### src/rtl/ddrx_pkg.sv
// Shared types for the DDR command scheduler: DRAM command codes, FSM states,
// arbitration grant owner and open-row lookup result.
package ddrx_pkg;

    typedef enum logic [2:0] {
        CMD_NOP  = 3'd0,
        CMD_ACT  = 3'd1,
        CMD_PRE  = 3'd2,
        CMD_PREA = 3'd3,
        CMD_RD   = 3'd4,
        CMD_WR   = 3'd5,
        CMD_REF  = 3'd6
    } cmd_e;

    typedef enum logic [3:0] {
        ST_IDLE,
        ST_DECIDE,
        ST_WAIT_RP,
        ST_ACTIVATE,
        ST_WAIT_RCD,
        ST_ACCESS,
        ST_WAIT_CCD,
        ST_REF_START,
        ST_WAIT_PREA,
        ST_REFRESH,
        ST_WAIT_RFC
    } sched_state_e;

    typedef enum logic {
        GRANT_READ,
        GRANT_WRITE
    } grant_e;

    typedef enum logic [1:0] {
        LOOKUP_HIT,
        LOOKUP_CLOSED,
        LOOKUP_CONFLICT
    } lookup_e;

    function automatic int max_of(input int a, input int b);
        return (a > b) ? a : b;
    endfunction

endpackage

### src/rtl/ddrx_bank_table.sv
// Open-row table: one open flag and one row address per bank, with a
// combinational lookup port and a single update port (ACT / PRE / clear-all).
module ddrx_bank_table
    import ddrx_pkg::*;
#(
    parameter int C_BANK_WIDTH = 3,
    parameter int C_ROW_WIDTH  = 16
) (
    input  logic                    i_clk,
    input  logic                    i_rst,
    input  logic [C_BANK_WIDTH-1:0] i_lookup_bank,
    input  logic [C_ROW_WIDTH-1:0]  i_lookup_row,
    output lookup_e                 o_lookup,
    output logic                    o_any_open,
    input  logic                    i_act,
    input  logic                    i_pre,
    input  logic                    i_clear_all,
    input  logic [C_BANK_WIDTH-1:0] i_upd_bank,
    input  logic [C_ROW_WIDTH-1:0]  i_upd_row
);

    localparam int C_NUM_BANKS = 2 ** C_BANK_WIDTH;

    logic [C_NUM_BANKS-1:0] r_open;
    logic [C_ROW_WIDTH-1:0] r_row [C_NUM_BANKS];

    // Clear-all (PREA/REF) takes priority; ACT and PRE are never issued together.
    always_ff @(posedge i_clk or posedge i_rst) begin
        if (i_rst) begin
            r_open <= '0;
            for (int b = 0; b < C_NUM_BANKS; b++) begin
                r_row[b] <= '0;
            end
        end else if (i_clear_all) begin
            r_open <= '0;
        end else if (i_act) begin
            r_open[i_upd_bank] <= 1'b1;
            r_row[i_upd_bank]  <= i_upd_row;
        end else if (i_pre) begin
            r_open[i_upd_bank] <= 1'b0;
        end
    end

    always_comb begin
        o_lookup = LOOKUP_CLOSED;
        if (r_open[i_lookup_bank]) begin
            o_lookup = (r_row[i_lookup_bank] == i_lookup_row) ? LOOKUP_HIT : LOOKUP_CONFLICT;
        end
    end

    assign o_any_open = |r_open;

endmodule

### src/rtl/ddrx_cmd_scheduler.sv
// DRAM command scheduler: round-robin read/write arbitration with refresh
// priority, open-row tracking and timing-spaced ACT/PRE/PREA/RD/WR/REF issue.
module ddrx_cmd_scheduler
    import ddrx_pkg::*;
#(
    parameter int C_BANK_WIDTH = 3,
    parameter int C_ROW_WIDTH  = 16,
    parameter int C_COL_WIDTH  = 12,
    parameter int C_T_RCD      = 3,
    parameter int C_T_RP       = 3,
    parameter int C_T_RFC      = 8,
    parameter int C_T_CCD      = 2
) (
    input  logic                    core_clk,
    input  logic                    core_arst,
    input  logic                    rd_valid,
    output logic                    rd_ready,
    input  logic [C_BANK_WIDTH-1:0] rd_bank,
    input  logic [C_ROW_WIDTH-1:0]  rd_row,
    input  logic [C_COL_WIDTH-1:0]  rd_col,
    input  logic                    wr_valid,
    output logic                    wr_ready,
    input  logic [C_BANK_WIDTH-1:0] wr_bank,
    input  logic [C_ROW_WIDTH-1:0]  wr_row,
    input  logic [C_COL_WIDTH-1:0]  wr_col,
    input  logic                    ref_req,
    output logic                    ref_do,
    output logic                    cmd_valid,
    output cmd_e                    cmd_type,
    output logic [C_BANK_WIDTH-1:0] cmd_bank,
    output logic [C_ROW_WIDTH-1:0]  cmd_addr,
    output logic                    busy
);

    localparam int C_T_MAX = max_of(max_of(C_T_RCD, C_T_RP), max_of(C_T_RFC, C_T_CCD));
    localparam int C_CNT_W = (C_T_MAX > 1) ? $clog2(C_T_MAX) : 1;

    localparam logic [C_CNT_W-1:0] C_LD_RCD = C_CNT_W'(C_T_RCD - 1);
    localparam logic [C_CNT_W-1:0] C_LD_RP  = C_CNT_W'(C_T_RP - 1);
    localparam logic [C_CNT_W-1:0] C_LD_RFC = C_CNT_W'(C_T_RFC - 1);
    localparam logic [C_CNT_W-1:0] C_LD_CCD = C_CNT_W'(C_T_CCD - 1);

    sched_state_e              r_state, w_state_nxt;
    logic [C_CNT_W-1:0]        r_cnt, w_cnt_nxt;
    logic [C_BANK_WIDTH-1:0]   r_bank;
    logic [C_ROW_WIDTH-1:0]    r_row;
    logic [C_COL_WIDTH-1:0]    r_col;
    logic                      r_is_write;
    lookup_e                   r_path;
    grant_e                    r_last_grant;

    logic                      r_cmd_valid;
    cmd_e                      r_cmd_type;
    logic [C_BANK_WIDTH-1:0]   r_cmd_bank;
    logic [C_ROW_WIDTH-1:0]    r_cmd_addr;
    logic                      r_ref_do;

    cmd_e                      w_cmd_nxt;
    logic [C_BANK_WIDTH-1:0]   w_bank_nxt;
    logic [C_ROW_WIDTH-1:0]    w_addr_nxt;
    logic                      w_issue_act;
    logic                      w_issue_col;
    logic                      w_issue_ref;

    logic                      w_idle;
    logic                      w_grant_rd;
    logic                      w_grant_wr;
    logic                      w_grant;
    logic [C_BANK_WIDTH-1:0]   w_req_bank;
    logic [C_ROW_WIDTH-1:0]    w_req_row;
    logic [C_COL_WIDTH-1:0]    w_req_col;
    lookup_e                   w_lookup;
    logic                      w_any_open;
    logic                      w_cnt_zero;

    assign w_idle     = (r_state == ST_IDLE);
    assign w_grant_rd = w_idle && !core_arst && !ref_req && rd_valid &&
                        (!wr_valid || (r_last_grant == GRANT_WRITE));
    assign w_grant_wr = w_idle && !core_arst && !ref_req && wr_valid &&
                        (!rd_valid || (r_last_grant == GRANT_READ));
    assign w_grant    = w_grant_rd || w_grant_wr;
    assign w_req_bank = w_grant_wr ? wr_bank : rd_bank;
    assign w_req_row  = w_grant_wr ? wr_row  : rd_row;
    assign w_req_col  = w_grant_wr ? wr_col  : rd_col;
    assign w_cnt_zero = (r_cnt == '0);

    ddrx_bank_table #(
        .C_BANK_WIDTH (C_BANK_WIDTH),
        .C_ROW_WIDTH  (C_ROW_WIDTH)
    ) u_bank_table (
        .i_clk         (core_clk),
        .i_rst         (core_arst),
        .i_lookup_bank (w_req_bank),
        .i_lookup_row  (w_req_row),
        .o_lookup      (w_lookup),
        .o_any_open    (w_any_open),
        .i_act         (w_cmd_nxt == CMD_ACT),
        .i_pre         (w_cmd_nxt == CMD_PRE),
        .i_clear_all   ((w_cmd_nxt == CMD_PREA) || (w_cmd_nxt == CMD_REF)),
        .i_upd_bank    (w_bank_nxt),
        .i_upd_row     (w_addr_nxt)
    );

    // Commands are computed one cycle ahead and registered, so each issue
    // state is the cycle in which its command is visible. The counter is
    // loaded with T-1 alongside the command and counts down through the wait.
    always_comb begin
        w_state_nxt = r_state;
        w_cnt_nxt   = w_cnt_zero ? '0 : r_cnt - C_CNT_W'(1);
        w_cmd_nxt   = CMD_NOP;
        w_bank_nxt  = '0;
        w_addr_nxt  = '0;
        w_issue_act = 1'b0;
        w_issue_col = 1'b0;
        w_issue_ref = 1'b0;

        case (r_state)
            ST_IDLE: begin
                if (ref_req) begin
                    if (w_any_open) begin
                        w_state_nxt = ST_REF_START;
                        w_cmd_nxt   = CMD_PREA;
                        w_cnt_nxt   = C_LD_RP;
                    end else begin
                        w_issue_ref = 1'b1;
                    end
                end else if (w_grant) begin
                    w_state_nxt = ST_DECIDE;
                    w_bank_nxt  = w_req_bank;
                    case (w_lookup)
                        LOOKUP_HIT: begin
                            w_cmd_nxt  = w_grant_wr ? CMD_WR : CMD_RD;
                            w_addr_nxt = C_ROW_WIDTH'(w_req_col);
                            w_cnt_nxt  = C_LD_CCD;
                        end
                        LOOKUP_CLOSED: begin
                            w_cmd_nxt  = CMD_ACT;
                            w_addr_nxt = w_req_row;
                            w_cnt_nxt  = C_LD_RCD;
                        end
                        default: begin
                            w_cmd_nxt  = CMD_PRE;
                            w_cnt_nxt  = C_LD_RP;
                        end
                    endcase
                end
            end
            ST_DECIDE: begin
                case (r_path)
                    LOOKUP_HIT:    w_state_nxt = w_cnt_zero ? ST_IDLE : ST_WAIT_CCD;
                    LOOKUP_CLOSED: begin
                        if (w_cnt_zero) w_issue_col = 1'b1;
                        else            w_state_nxt = ST_WAIT_RCD;
                    end
                    default: begin
                        if (w_cnt_zero) w_issue_act = 1'b1;
                        else            w_state_nxt = ST_WAIT_RP;
                    end
                endcase
            end
            ST_WAIT_RP:   if (w_cnt_zero) w_issue_act = 1'b1;
            ST_ACTIVATE: begin
                if (w_cnt_zero) w_issue_col = 1'b1;
                else            w_state_nxt = ST_WAIT_RCD;
            end
            ST_WAIT_RCD:  if (w_cnt_zero) w_issue_col = 1'b1;
            ST_ACCESS:    w_state_nxt = w_cnt_zero ? ST_IDLE : ST_WAIT_CCD;
            ST_WAIT_CCD:  if (w_cnt_zero) w_state_nxt = ST_IDLE;
            ST_REF_START: begin
                if (w_cnt_zero) w_issue_ref = 1'b1;
                else            w_state_nxt = ST_WAIT_PREA;
            end
            ST_WAIT_PREA: if (w_cnt_zero) w_issue_ref = 1'b1;
            ST_REFRESH:   w_state_nxt = w_cnt_zero ? ST_IDLE : ST_WAIT_RFC;
            ST_WAIT_RFC:  if (w_cnt_zero) w_state_nxt = ST_IDLE;
            default:      w_state_nxt = ST_IDLE;
        endcase

        if (w_issue_act) begin
            w_state_nxt = ST_ACTIVATE;
            w_cmd_nxt   = CMD_ACT;
            w_bank_nxt  = r_bank;
            w_addr_nxt  = r_row;
            w_cnt_nxt   = C_LD_RCD;
        end
        if (w_issue_col) begin
            w_state_nxt = ST_ACCESS;
            w_cmd_nxt   = r_is_write ? CMD_WR : CMD_RD;
            w_bank_nxt  = r_bank;
            w_addr_nxt  = C_ROW_WIDTH'(r_col);
            w_cnt_nxt   = C_LD_CCD;
        end
        if (w_issue_ref) begin
            w_state_nxt = ST_REFRESH;
            w_cmd_nxt   = CMD_REF;
            w_cnt_nxt   = C_LD_RFC;
        end
    end

    always_ff @(posedge core_clk or posedge core_arst) begin
        if (core_arst) begin
            r_state      <= ST_IDLE;
            r_cnt        <= '0;
            r_bank       <= '0;
            r_row        <= '0;
            r_col        <= '0;
            r_is_write   <= 1'b0;
            r_path       <= LOOKUP_CLOSED;
            r_last_grant <= GRANT_WRITE;
            r_cmd_valid  <= 1'b0;
            r_cmd_type   <= CMD_NOP;
            r_cmd_bank   <= '0;
            r_cmd_addr   <= '0;
            r_ref_do     <= 1'b0;
        end else begin
            r_state     <= w_state_nxt;
            r_cnt       <= w_cnt_nxt;
            r_cmd_valid <= (w_cmd_nxt != CMD_NOP);
            r_cmd_type  <= w_cmd_nxt;
            r_cmd_bank  <= w_bank_nxt;
            r_cmd_addr  <= w_addr_nxt;
            r_ref_do    <= (w_cmd_nxt == CMD_REF);
            if (w_grant) begin
                r_bank       <= w_req_bank;
                r_row        <= w_req_row;
                r_col        <= w_req_col;
                r_is_write   <= w_grant_wr;
                r_path       <= w_lookup;
                r_last_grant <= w_grant_wr ? GRANT_WRITE : GRANT_READ;
            end
        end
    end

    assign rd_ready  = w_grant_rd;
    assign wr_ready  = w_grant_wr;
    assign ref_do    = r_ref_do;
    assign cmd_valid = r_cmd_valid;
    assign cmd_type  = r_cmd_type;
    assign cmd_bank  = r_cmd_bank;
    assign cmd_addr  = r_cmd_addr;
    assign busy      = !w_idle;

endmodule

### config.mk
export PLATFORM = sky130hd
export DESIGN_NAME = ddrx_cmd_scheduler
export DESIGN_NICKNAME = d
export VERILOG_FILES = /design/src/rtl/ddrx_pkg.sv /design/src/rtl/ddrx_bank_table.sv /design/src/rtl/ddrx_cmd_scheduler.sv
export SDC_FILE = /design/constraint.sdc
export NUM_CORES = 1
export LEC_CHECK = 0
export ABC_AREA = 1
export BUFFER_PORTS_ARGS = -buffer_cell sky130_fd_sc_hd__buf_4
export CAP_MARGIN = 10
export CORE_MARGIN = 4
export CORE_UTILIZATION = 40
export CTS_CLUSTER_DIAMETER = 100
export DETAILED_ROUTE_END_ITERATION = 10
export PLACE_DENSITY_LB_ADDON = 0.08
export RECOVER_POWER = 50
export SLEW_MARGIN = 20
export SYNTH_ARGS = -nofsm -noshare
export SYNTH_HDL_FRONTEND = slang
export SYNTH_HIERARCHICAL = 1
export SYNTH_SLANG_ARGS = --single-unit
export TNS_END_PERCENT = 20
### constraint.sdc
create_clock -name core_clk -period 10.19 [get_ports core_clk]
set_input_delay 1.019 -clock core_clk [delete_from_list [all_inputs] [get_ports core_clk]]
set_output_delay 1.019 -clock core_clk [all_outputs]
set_load 0.01 [all_outputs]
==> impl_metrics.csv <==
group,metric,value,unit
floorplanning,ios,94,
cts,path_clk_slew,60,ps
cts,post-cts-setup-buffers,0,
worst_setup_path,reg2reg_depth,30,
grt,grt_first_pass_wirelength,49800,um
worst_setup_path,cp-end-kind,"flip-flop",
floorplanning,rows,59,
synth,synthArstFlopShare,1.00,
drt,via_per_inst,4.91,
power,cellInternalPower,1.95,mW
outcome,violations,"max-capacitance violations, max-slew violations",
floorplanning,core-area,26100,sq um
finish,nFillCells,2710,
cts,max-clock-path-buffers,3,
cts,cts_hold_buf,0,
synth,synth_edf_count,0,
power,switching_power,1.18,mW
worst_setup_path,start_kind,"input pin",
sta,max_freq,0.138,GHz
drt,first_pass_iters,6,
worst_hold_path,hp-class,"flip-flop to flip-flop",
outcome,outcome,"complete, but fails checks",
cts,clock_latency,520,ps
synth,seq_area_frac_synth,0.477,
worst_setup_path,arrival,7640,ps
cts,clock-sinks,202,
synth,syn_inst,1463,
drt,vias,9233,
drt,drtAntennaViolNets,0,
worst_setup_path,crit_type,"input pin to flip-flop",
worst_hold_path,hold_path_depth,2,
drt,routed_wl,30400,um
sta,hold-worst-slack,480,ps
worst_setup_path,crit_required,10570,ps
finish,area_growth,15.0,%
grt,grt.total_usage,0.213,
sta,worst_pin_slew,3970,ps
power,cellPowerDensity,257,nW/um^2
sta,finalSetupViolCount,0,
worst_setup_path,cp_slowest_stage_delay,1010,ps
grt,gr-total-overflow,0,
power,p_leak,6.15,nW
worst_hold_path,hp-start,"r_col[4]",
floorplanning,dieArea,29100,sq um
sta,rsz0062_at_grt,"no",
cts,cts_resized,0,
floorplanning,die_y,171,um
sta,tns,0,ps
synth,synth.area.top_cells,"dfrtp_1 (47%), nand2_1 (19%), o21ai_0 (7.5%), nand3_1 (7.4%), inv_1 (7.3%)",
synth,synth_top_cell_by_area,"dfrtp_1",
finish,final_cell_count_no_fill,1882,
drt,drc,0,
placement,port_buffers,93,
power,p_clk_frac,0.287,
power,p_seq_frac,0.388,
worst_hold_path,whs_endpoint,"r_col[4]",
grt,grt_max_degree,75,
power,swShare,0.377,
finish,design_area,12200,sq um
finish,diodes,0,
worst_setup_path,r2r-end,"u_bank_table/r_row[26]",
worst_setup_path,r2r_slack,3000,ps
cts,cts_tree,"built",
sta,max_slew_margin,-1.65,
synth,syn_nets,1530,
synth,synth-seq-cells,202,
worst_setup_path,r2r-start,"r_state[1]",
synth,yosys.area.top_type_share,0.473,
worst_setup_path,slowest_stage,"clkbuf_1",
synth,synth_ff_type,"dfrtp_1",
grt,grt_pass1_vias,9153,
synth,synth.most_common_cell,"nand2_1",
grt,antenna_found_initial,0,
synth,synth_area,10600,sq um
placement,gp_congestion,0.850,
placement,dp_hpwl,20300,um
synth,yosys_warnings,6,
placement,placed_cell_area,11500,sq um
finish,final_layout_size_suffix_gt1_frac,0.0950,
worst_setup_path,cpMostUsedCell,"nand2_1",
flow_run,drv_cap,3,
sta,fin_ws,2930,ps
placement,dp_slack,2770,ps
synth,synthDistinctLibCells,35,
floorplanning,start_util,0.406,
synth,avgSynthCellArea,7.24,sq um
cts,cts_root_buf,"clkbuf_16",
cts,cts_buffers,24,
sta,report.final.slew_viol_count,206,
cts,cts-htree-levels,1,
sta,clock_skew,16.0,ps
placement,dp.cells,1840,
sta,hold_viol,0,
power,power_frac_comb,0.325,
floorplanning,fp.dieW,171,um
sta,finalCriticalPeriod,7260,ps
power,ir_worst_vdd,0.141,mV
worst_setup_path,path_max_fanout,33,
finish,final_nets,1598,
drt,first_iter_violations,802,
sta,post-route-period-util,0.712,
synth,synthTopCellsByCount,"nand2_1 (540), inv_1 (206), dfrtp_1 (200), o21ai_0 (159), nand3_1 (156)",
drt,wire_per_inst,16.1,um
-- layer usage --
layer	global-route usage	part of all wire	up-vias
met5	0	0	-
met4	0.0458	0.015	0
met3	0.0342	0.054	35
met2	0.324	0.43	225
met1	0.322	0.50	4278
li1	-	-	4695
-- per-stage QoR --
stage	utilization	power [mW]
after floorplan	-	1.89
after global placement	0.440	2.27
after detailed placement	0.440	2.27
after CTS	0.472	3.19
after global routing	0.467	3.38
final	0.467	3.13
-- cell type report --
class                           count  area (sq um)  share of cell area
Tap cell                          335           419              0.0344
Sequential cell                   202          5060               0.415
Clock inverter                      8           124              0.0102
Inverter                          212           801              0.0658
Timing Repair Buffer              110           721              0.0592
Multi-Input combinational cell    981          4350               0.357
Clock buffer                       34           709              0.0583
-- how the worst max path moves through the flow --
stage                   start                      to
global route        core_arst  u_bank_table/r_row[27]
finish              core_arst  u_bank_table/r_row[26]
CTS                 core_arst  u_bank_table/r_row[26]
floorplan           core_arst  u_bank_table/r_open[0]
detailed placement  core_arst  u_bank_table/r_row[31]
global placement    core_arst  u_bank_table/r_row[20]
-- kinds of logic after synthesis --
| kind of cell | count (synthesis) | synth area share |
|---|---|---|
| AO/OA/AOI/OAI | 190 | 0.0960 |
| buffers and inverters | 280 | 0.112 |
| flip-flops | 202 | 0.477 |
| AND/OR/NAND/NOR | 791 | 0.314 |
-- registers in the layout, summed over array words and instances, names as in the netlist --
signal               flops
r_state                  4
cmd_addr                16
r_row                   16
r_last_grant             1
u_bank_table/r_row     128
r_col                   12
u_bank_table/r_open      8
r_is_write               1
r_path                   2
r_cnt                    3
cmd_bank                 3
cmd_type                 3
ref_do                   1
cmd_valid                1
r_bank                   3
-- placed cells by master, fill, tap and decap left out, types with 7 or more instances in the layout --
cell type,Yosys,layout
nand2_1,540,540
inv_1,206,204
dfrtp_1,200,200
o21ai_0,159,158
nand3_1,156,156
buf_4,10,82
nor2_1,49,49
clkbuf_1,25,32
clkbuf_16,0,25
a21oi_1,12,12
and2_0,0,11
nand3b_1,8,8
nor4_1,7,7
-- critical path: cells and delay by family --
family,cells,cell delay [ps]
AO/OA/AOI/OAI,1,70
AND/OR/NAND/NOR,23,3990
buffers and inverters,7,2530
-- power by group through the flow --
stage          clock (mW)  combinational, mW  sequential (mW)
6_report            0.899               1.02             1.21
4_1_cts             0.921               1.05             1.21
3_5_place_dp            0               1.05             1.22
2_1_floorplan           0              0.705             1.19
5_1_grt             0.960               1.17             1.25
3_3_place_gp            0               1.05             1.22
Power figures use the tool's default switching activity.
